**src/rtl/addsub_serial_pkg.sv**
```systemverilog
// Shared types for the serial add/sub: FSM states, mode encoding, counter sizing.
// No logic; imported by the interface, the chunk adder and the top.
package addsub_pkg;

  typedef enum logic [1:0] {
    IDLE = 2'd0,
    RUN  = 2'd1,
    DONE = 2'd2
  } state_t;

  localparam logic MODE_ADD = 1'b0;
  localparam logic MODE_SUB = 1'b1;

  // Width needed to count 0..n-1, never less than one bit.
  function automatic int cnt_width(input int n);
    return (n <= 2) ? 1 : $clog2(n);
  endfunction

endpackage

```
**src/rtl/addsub_serial_if.sv**
```systemverilog
// Start/done bundle for addsub_serial: the requester drives operands and start,
// the adder returns busy, done, result and flags.
interface addsub_serial_if
  import addsub_pkg::*;
#(
  parameter int WIDTH = 8
);
  logic             start;
  logic             m;
  logic [WIDTH-1:0] x;
  logic [WIDTH-1:0] y;
  logic             busy;
  logic             done;
  logic [WIDTH-1:0] s;
  logic             carryout;
  logic             overflow;
  logic             zero;

  modport master (
    output start, m, x, y,
    input  busy, done, s, carryout, overflow, zero
  );

  modport slave (
    input  start, m, x, y,
    output busy, done, s, carryout, overflow, zero
  );
endinterface

```
**src/rtl/addsub_serial_chunk.sv**
```systemverilog
// Purpose: CHUNK-bit ripple adder built from full-adder cells.
// Latency: combinational.
// Backpressure: none; pure function of its inputs.
module addsub_chunk
  import addsub_pkg::*;
#(
  parameter int CHUNK = 1
) (
  input  logic [CHUNK-1:0] a,
  input  logic [CHUNK-1:0] b,
  input  logic             cin,
  output logic [CHUNK-1:0] sum,
  output logic             cout,
  output logic             c_msb_in
);

  logic [CHUNK:0] c;

  assign c[0] = cin;

  for (genvar i = 0; i < CHUNK; i++) begin : g_fa
    assign sum[i]   = a[i] ^ b[i] ^ c[i];
    assign c[i + 1] = (a[i] & b[i]) | (c[i] & (a[i] ^ b[i]));
  end

  assign cout     = c[CHUNK];
  assign c_msb_in = c[CHUNK-1];

endmodule

```
**src/rtl/addsub_serial.sv**
```systemverilog
// Purpose: serial two's-complement add/sub, CHUNK bits per cycle LSB first; flags via ADDSUB_SERIAL_FLAGS_EN.
// Latency: WIDTH/CHUNK cycles from the accepting edge to the one-cycle done pulse.
// Backpressure: start is ignored while busy; a start during the done cycle is accepted.
module addsub_serial
  import addsub_pkg::*;
#(
  parameter int WIDTH = 8,
  parameter int CHUNK = 1
) (
  input logic           clk,
  input logic           rst,
  addsub_serial_if.slave bus
);

  localparam int N  = WIDTH / CHUNK;
  localparam int CW = cnt_width(N);
  localparam int PW = cnt_width(WIDTH);

  state_t           state;
  state_t           state_nxt;
  logic [WIDTH-1:0] a_q;
  logic [WIDTH-1:0] b_q;
  logic [WIDTH-1:0] s_q;
  logic [WIDTH-1:0] s_upd;
  logic             carry_q;
  logic             cout_q;
  logic [CW-1:0]    cnt_q;
  logic [PW-1:0]    pos;
  logic [CHUNK-1:0] sum_chunk;
  logic             chunk_cout;
  logic             chunk_msb_c;
  logic             accept;
  logic             last;

  assign accept = (state != RUN) && bus.start;
  assign last   = (cnt_q == CW'(N - 1));
  assign pos    = PW'(int'(cnt_q) * CHUNK);

  addsub_chunk #(
    .CHUNK(CHUNK)
  ) u_chunk (
    .a        (a_q[pos +: CHUNK]),
    .b        (b_q[pos +: CHUNK]),
    .cin      (carry_q),
    .sum      (sum_chunk),
    .cout     (chunk_cout),
    .c_msb_in (chunk_msb_c)
  );

  // Result with the current chunk merged in; on the last chunk this is the final sum.
  always_comb begin
    s_upd                = s_q;
    s_upd[pos +: CHUNK]  = sum_chunk;
  end

  always_ff @(posedge clk or posedge rst) begin
    if (rst) begin
      state <= IDLE;
    end else begin
      state <= state_nxt;
    end
  end

  always_comb begin
    state_nxt = state;
    case (state)
      IDLE:    if (bus.start) state_nxt = RUN;
      RUN:     if (last) state_nxt = DONE;
      DONE:    state_nxt = bus.start ? RUN : IDLE;
      default: state_nxt = IDLE;
    endcase
  end

  always_comb begin
    bus.busy = (state == RUN);
    bus.done = (state == DONE);
  end

  // Subtract is x + ~y + 1: invert y on capture and seed the carry with the mode bit.
  always_ff @(posedge clk or posedge rst) begin
    if (rst) begin
      a_q     <= '0;
      b_q     <= '0;
      s_q     <= '0;
      carry_q <= 1'b0;
      cout_q  <= 1'b0;
      cnt_q   <= '0;
    end else if (accept) begin
      a_q     <= bus.x;
      b_q     <= bus.y ^ {WIDTH{bus.m == MODE_SUB}};
      carry_q <= (bus.m == MODE_SUB);
      cnt_q   <= '0;
    end else if (state == RUN) begin
      s_q     <= s_upd;
      carry_q <= chunk_cout;
      cnt_q   <= last ? '0 : cnt_q + 1'b1;
      if (last) begin
        cout_q <= chunk_cout;
      end
    end
  end

  assign bus.s        = s_q;
  assign bus.carryout = cout_q;

`ifdef ADDSUB_SERIAL_FLAGS_EN
  logic ovf_q;
  logic zero_q;

  always_ff @(posedge clk or posedge rst) begin
    if (rst) begin
      ovf_q  <= 1'b0;
      zero_q <= 1'b0;
    end else if ((state == RUN) && last) begin
      ovf_q  <= chunk_msb_c ^ chunk_cout;
      zero_q <= (s_upd == '0);
    end
  end

  assign bus.overflow = ovf_q;
  assign bus.zero     = zero_q;
`else
  logic flags_unused;

  assign flags_unused = chunk_msb_c;
  assign bus.overflow = 1'b0;
  assign bus.zero     = 1'b0;
`endif

endmodule

```
**src/flat_wrapper.sv**
```systemverilog
// flat-port wrapper written by rule: the top's interface ports become plain ports
module addsub_serial_flat import addsub_pkg::*;
#(
  parameter int WIDTH = 8,
  parameter int CHUNK = 1
)
  (clk, rst, bus_start, bus_m, bus_x, bus_y, bus_busy, bus_done, bus_s, bus_carryout, bus_overflow, bus_zero);
  addsub_serial_if #(.WIDTH(WIDTH)) bus_i ();
  input logic clk;
  input logic rst;
  input wire logic [$bits(bus_i.start)-1:0] bus_start;
  input wire logic [$bits(bus_i.m)-1:0] bus_m;
  input wire logic [$bits(bus_i.x)-1:0] bus_x;
  input wire logic [$bits(bus_i.y)-1:0] bus_y;
  output wire logic [$bits(bus_i.busy)-1:0] bus_busy;
  output wire logic [$bits(bus_i.done)-1:0] bus_done;
  output wire logic [$bits(bus_i.s)-1:0] bus_s;
  output wire logic [$bits(bus_i.carryout)-1:0] bus_carryout;
  output wire logic [$bits(bus_i.overflow)-1:0] bus_overflow;
  output wire logic [$bits(bus_i.zero)-1:0] bus_zero;
  assign bus_i.start = bus_start;
  assign bus_i.m = bus_m;
  assign bus_i.x = bus_x;
  assign bus_i.y = bus_y;
  assign bus_busy = bus_i.busy;
  assign bus_done = bus_i.done;
  assign bus_s = bus_i.s;
  assign bus_carryout = bus_i.carryout;
  assign bus_overflow = bus_i.overflow;
  assign bus_zero = bus_i.zero;
  addsub_serial #(.WIDTH(WIDTH), .CHUNK(CHUNK)) u_core (.clk(clk), .rst(rst), .bus(bus_i));
endmodule
```
**config.mk**
```make
export PLATFORM = sky130hd
export DESIGN_NAME = addsub_serial_flat
export DESIGN_NICKNAME = d
export VERILOG_FILES = /design/src/rtl/addsub_serial_pkg.sv /design/src/rtl/addsub_serial_if.sv /design/src/rtl/addsub_serial_chunk.sv /design/src/rtl/addsub_serial.sv /design/src/flat_wrapper.sv
export SDC_FILE = /design/constraint.sdc
export NUM_CORES = 1
export LEC_CHECK = 0
export BUFFER_PORTS_ARGS = -buffer_cell sky130_fd_sc_hd__buf_4
export CORE_ASPECT_RATIO = 2
export CORE_MARGIN = 3
export CORE_UTILIZATION = 50
export CTS_CLUSTER_SIZE = 25
export DETAILED_ROUTE_END_ITERATION = 10
export GPL_TIMING_DRIVEN = 0
export PLACE_DENSITY = 0.73
export SLEW_MARGIN = 20
export SYNTH_ARGS = -nofsm -noshare
export SYNTH_HDL_FRONTEND = slang
export SYNTH_SLANG_ARGS = --single-unit
```
**constraint.sdc**
```tcl
create_clock -name clk -period 2.7 [get_ports clk]
set_input_delay 0.54 -clock clk [delete_from_list [all_inputs] [get_ports clk]]
set_output_delay 0.54 -clock clk [all_outputs]
set_load 0.05 [all_outputs]
```
==> reports/metrics.yaml, run 1 <==
drc: 0
arrival_ns: 2.66
synth_area_sq_mm: 0.00169
cts_buffers: 5
setup-violations-final: 0
hold_buffers: 0
cts_root_buffer: "clkbuf_8"
yosys-top-cells-area: "dfrtp_1, mux2_1, mux4_2"
drive_gt1_share_pct: 31.8
finalHoldViolations: 0
synth_top_area_share_pct: 45.8
dp.final_hpwl_mm: 2.56
max_freq_mhz: 411
dieArea_sq_mm: 0.00417
port_buffers: 29
ys_ff_latch: 31
period_share_pct: 90.2
core_sq_mm: 0.00323
finClkSkew_ns: 0.0147
seq_area_frac_synth_pct: 45.8
final_core_util_pct: 63.2
fin_cells: 207
fin_crit_ns: 2.43
setup_tns_ns: 0
grt_pass1_vias: 1270
avgSynthCellArea_sq_um: 12.2
crit_fanout: 10
vias_per_cell: 5.73
placedCellCount: 200
postCtsSetupBuffers: 0
path_clk_slew_ns: 0.07
p_int_uw: 1440
area_delta_synth_final_pct: 20.5
cts_resized: 0
io_pins: 33
yosys_warnings: 0
critPathKind: "flip-flop to flip-flop"
synth_cells: 139
p_comb_share_pct: 54.2
synth-edff-count: 0
critPathSlowestCell: "mux4_2"
antenna_found_initial: 0
dr.pass1.iters: 4
nets: 204
required_ns: 2.93
status: "completed"
max-vdd-ir-drop_v: 0.000707
min_path_type: "primary input to asynchronous set/reset pin"
worstSetupStartpointType: "flip-flop"
clkPwrFrac_pct: 14.3
rsz0062_at_grt: "false"
path_cells: "buf_6 -> mux4_2 -> mux2i_1 -> fa_1 -> nor4_1 -> mux2_1"
fin_hold_ws_ns: 0.345
seq_power_share_pct: 31.6
die_w_microns: 47.2
grt_max_degree: 32
ctsLongestPathBuffers: 2
worst_slew_pin_slew_ns: 0.647
cap_violations: 0
initial_core_util_pct: 52.5
cp-end-kind: "flip-flop"
place_congestion: 0.787
switching_share_pct: 43.3
grt_usage_pct: 18.9
critPathMaxStageDelay_ns: 0.51
clkLatencyLatePin_ns: 0.28
leakagePower_uw: 0.000984
async_flop_share_pct: 100
ant_nets: 0
drt-initial-drc-count: 26
overflow: 0
cts_tree: "built"
clkSinkCount: 31
synth_top_area_cell: "dfrtp_1"
slew_headroom_pct: 56.8
vias: 1187
finalPower_uw: 2550
cts.htree.levels: 2
die_h_microns: 88.3
slew_viol_final: 0
yosysUniqueCellTypes: 35
grt_pass1_wl_mm: 5.58
routedWlPerCell_microns: 15.8
p_per_area_mw_per_mm2: 1250
synth_ff_type: "dfrtp_1"
n_antenna_cell: 0
switching_power_uw: 1100
wirelength_mm: 3.28
rows: 29
-- path summary, 6_finish.rpt --
check,slack (ns),endpoint,cells past startpoint,from
setup / recovery,0.27,u_core.bus.s[3],6,u_core.cnt_q[0]
hold / removal,0.35,u_core.state[1],2,rst
setup reg to reg,0.27,u_core.bus.s[3],6,u_core.cnt_q[0]
hold reg to reg,0.48,u_core.a_q[4],1,u_core.a_q[4]
max in group asynchronous,1.92,u_core.b_q[7],2,rst
min in group clk,0.48,u_core.a_q[4],2,bus_x[4]
-- placed cells by master, fill, tap and decap left out, types with 2 or more instances in the layout --
| master | synthesis | final |
|---|---|---|
| buf_4 | 2 | 31 |
| dfrtp_1 | 31 | 31 |
| o21ai_0 | 17 | 17 |
| mux2_1 | 14 | 14 |
| inv_1 | 10 | 9 |
| xnor2_1 | 8 | 8 |
| ha_1 | 7 | 7 |
| clkbuf_8 | 0 | 6 |
| nand2_1 | 5 | 5 |
| nor4b_2 | 4 | 4 |
| mux2i_1 | 4 | 4 |
| mux4_2 | 4 | 4 |
| buf_2 | 3 | 3 |
| o31ai_1 | 3 | 3 |
| nand4_1 | 3 | 3 |
| buf_6 | 2 | 2 |
| and3_1 | 2 | 2 |
| nand3b_1 | 2 | 2 |
| conb_1 | 1 | 2 |
-- area by class of cell --
type	count	area (sq um)
Timing Repair Buffer	29	218
Buffer	9	61.3
Clock inverter	1	5.00
Clock buffer	6	82.6
Fill cell	274	1190
Sequential cell	31	776
Tap cell	31	38.8
Inverter	11	46.3
Multi-Input combinational cell	89	815
-- logic make-up (layout without fill, tap and decap cells) --
logic type	count (synthesis)	in the layout	share of synthesized area, %
buf+inv	20	56	6.35
mux	22	22	17.0
compound gates	24	24	8.12
flops	31	31	45.8
xor+xnor	8	8	4.14
simple gates	25	25	12.0
other cells	1	2	0.221
fa+ha+maj	8	8	6.35
-- sequential cells by signal, indices dropped and copies added (netlist names) --
register and count:
u_core.bus.s 8, u_core.b_q 8, u_core.bus.carryout 1, u_core.state 2, u_core.cnt_q 3, u_core.carry_q 1, u_core.a_q 8
-- worst max-delay path: cells and delay by family, from the launching register on --
family / cells / cell delay [ns]
AND/OR/NAND/NOR: 1 / 0.33
flip-flops: 1 / 0.43
adder cells (fa/ha/maj): 1 / 0.51
multiplexers: 3 / 0.91
buffers and inverters: 1 / 0.20
-- power groups by stage --
stage                     Clock [uW]  Combinational [uW]  Sequential [uW]
final                            363                1380              804
after global routing             392                1520              829
after CTS                        371                1400              804
after detailed placement           0                1400              813
after global placement             0                1360              796
after floorplan                    0                 892              957
-- metal layers --
| metal | track usage (%) | up-vias | wire (microns) |
|---|---|---|---|
| li1 | - | 561 | - |
| met1 | 19.9 | 598 | 1130 |
| met2 | 32.7 | 20 | 1960 |
| met3 | 4.07 | 8 | 85 |
| met4 | 10.6 | 0 | 100 |
| met5 | 0 | - | 0 |
-- synthesized netlist by cell type, types with 3 or more instances --
master	number
dfrtp_1	31
o21ai_0	17
mux2_1	14
inv_1	10
xnor2_1	8
ha_1	7
nand2_1	5
mux2i_1	4
mux4_2	4
nor4b_2	4
buf_2	3
nand4_1	3
o31ai_1	3
-- through the flow --
| stage | instance area, sq um | worst slack (ns) |
|---|---|---|
| global placement | 1950 | 0.320 |
| CTS | 2040 | 0.212 |
| floorplan | 1700 | 0.491 |
| detailed placement | 1950 | 0.229 |
| global route | 2040 | 0.0813 |
| finish | 2040 | 0.265 |
Power figures use the tool's default switching activity.
==> inputs of run 2 (changes only) <==
- CTS_BUF_LIST: not set -> sky130_fd_sc_hd__clkbuf_4
==> reports/metrics.yaml, run 2 (synthesis gave the netlist of run 1 again) <==
grt_usage_pct: 19.2  # +0.24 points
slew_viol_final: 0  # unchanged
dpl-instance-area_sq_mm: 0.00195  # unchanged
path_clk_slew_ns: 0.11  # +0.04 ns
final_core_util_pct: 62.0  # -1.3 points
status: "completed"
cts_tree: "built"
arrival_ns: 2.72  # +0.06 ns
fin_hold_ws_ns: 0.288  # -0.0576 ns
port_buffers: 29  # unchanged
ant_nets: 0  # unchanged
p_per_area_mw_per_mm2: 1210  # -2.7%
worstSetupStartpointType: "flip-flop"
rows: 29  # unchanged
cts_root_buffer: "clkbuf_4"
finClkSkew_ns: 0.0256  # +0.0109 ns
critPathSlowestCell: "mux4_2"
use_met3_pct: 5.30  # +1.2 points
required_ns: 2.98  # +0.05 ns
worstSetupPathDepth: 6  # unchanged
crit_family: "multiplexers"
drive_gt1_share_pct: 31.3  # -0.57 points
drc: 0  # unchanged
worst_slew_pin_slew_ns: 0.648  # +0.000978 ns
io_pins: 33  # unchanged
ctsLongestPathBuffers: 2  # unchanged
p_int_uw: 1330  # -7.6%
r2r-start: "u_core.cnt_q[0]"
min_path_type: "primary input to asynchronous set/reset pin"
switching_power_uw: 1090  # -0.96%
critPathCapture: "u_core.bus.s[3]"
cts_buffers: 5  # unchanged
critPathMaxStageDelay_ns: 0.51  # about the same
postCtsSetupBuffers: 0  # unchanged
area_delta_synth_final_pct: 18.1
setup-violations-final: 0  # unchanged
dr.pass1.iters: 4  # unchanged
grt_max_degree: 32  # unchanged
reg2regPathDepth: 6  # unchanged
crit_fanout: 10  # unchanged
path_buf_inv: 1  # unchanged
wirelength_mm: 3.28  # +0.27%
r2r_end: "u_core.bus.s[3]"
grt_pass1_wl_mm: 5.62  # +0.73%
seq_power_share_pct: 33.1  # +1.5 points
clkSinkCount: 31  # unchanged
leakagePower_uw: 0.000966  # -1.9%
cts.htree.levels: 2  # unchanged
cap_violations: 0  # unchanged
met1_usage_pct: 20.1  # +0.13 points
initial_core_util_pct: 52.5  # unchanged
dp.final_hpwl_mm: 2.56  # unchanged
die_w_microns: 47.2  # unchanged
max_freq_mhz: 410  # -0.23%
max-vdd-ir-drop_v: 0.000661  # -6.5%
grt_pass1_vias: 1270  # unchanged
reg2reg_slack_ns: 0.26  # about the same
vias: 1196  # +0.76%
slew_headroom_pct: 56.7  # -0.065 points
final_cell_mix: "buf_4, dfrtp_1, o21ai_0"
critPathKind: "flip-flop to flip-flop"
switching_share_pct: 45.0  # +1.7 points
cp-end-kind: "flip-flop"
antenna_found_initial: 0  # unchanged
place_congestion: 0.787  # unchanged
setup_tns_ns: 0  # unchanged
finalHoldViolations: 0  # unchanged
rsz0062_at_grt: "false"
hold_buffers: 0  # unchanged
drt-initial-drc-count: 33  # +27%
grt_busiest_layer: "met2"
overflow: 0  # unchanged
use_met2_pct: 32.6  # -0.12 points
die_h_microns: 88.3  # unchanged
core_sq_mm: 0.00323  # unchanged
dieArea_sq_mm: 0.00417  # unchanged
p_comb_share_pct: 56.9  # +2.7 points
nets: 204  # unchanged
path_cells: "buf_6 -> mux4_2 -> mux2i_1 -> fa_1 -> nor4_1 -> mux2_1"
period_share_pct: 90.4  # +0.21 points
vias_per_cell: 5.78  # +0.76%
fin_crit_ns: 2.44  # +0.00572 ns
crit_start: "u_core.cnt_q[0]"
stdcell_area_sq_mm: 0.00200  # -2.0%
clkLatencyLatePin_ns: 0.33  # +0.05 ns
routedWlPerCell_microns: 15.9  # +0.27%
n_antenna_cell: 0  # unchanged
clkPwrFrac_pct: 10.1  # -4.2 points
cts_resized: 0  # unchanged
-- run 2: cell count changes in the layout (fill, tap and decap cells not counted) --
cell and change:
clkbuf_8 -6, clkbuf_4 +5, clkinv_1 +1
-- run 2: how the worst min path moves through the flow --
stage                              from  slack [ns]  cells past startpoint         endpoint
after floorplan           u_core.a_q[4]        0.45                      1    u_core.a_q[4]
after global placement    u_core.a_q[2]        0.46                      1    u_core.a_q[2]
after detailed placement  u_core.a_q[4]        0.47                      1    u_core.a_q[4]
after CTS                           rst        0.30                      2    u_core.a_q[5]
after global routing                rst        0.32                      2  u_core.state[0]
final                               rst        0.29                      2  u_core.state[1]
-- run 2: layout make-up --
type | count | area (sq um)
clock inverter | 2 | 8.76
multi-input combinational | 89 | 815
buffer | 9 | 61.3
sequential | 31 | 776
timing repair buffer | 29 | 218
fill | 278 | 1230
tap | 31 | 38.8
inverter | 11 | 46.3
clock buffer | 5 | 37.5
-- run 2: metrics by stage --
step	instances	power, uW	setup WS [ns]
6_report	207	2430	0.260
5_1_grt	207	2630	0.0696
4_1_cts	207	2460	0.207
3_5_place_dp	200	2210	0.229
3_3_place_gp	200	2150	0.320
2_1_floorplan	140	1850	0.491
-- run 2: layer usage --
layer | wire length [microns] | vias to the layer above
met5 | 0 | -
met4 | 72 | 0
met3 | 99 | 6
met2 | 1970 | 28
met1 | 1150 | 598
li1 | - | 564
-- run 2: power by group through the flow --
| stage | registers (uW) | clock network (uW) | logic (uW) |
|---|---|---|---|
| after floorplan | 957 | 0 | 892 |
| after global placement | 796 | 0 | 1360 |
| after detailed placement | 813 | 0 | 1400 |
| after CTS | 802 | 256 | 1400 |
| after global routing | 828 | 279 | 1520 |
| final | 802 | 244 | 1380 |
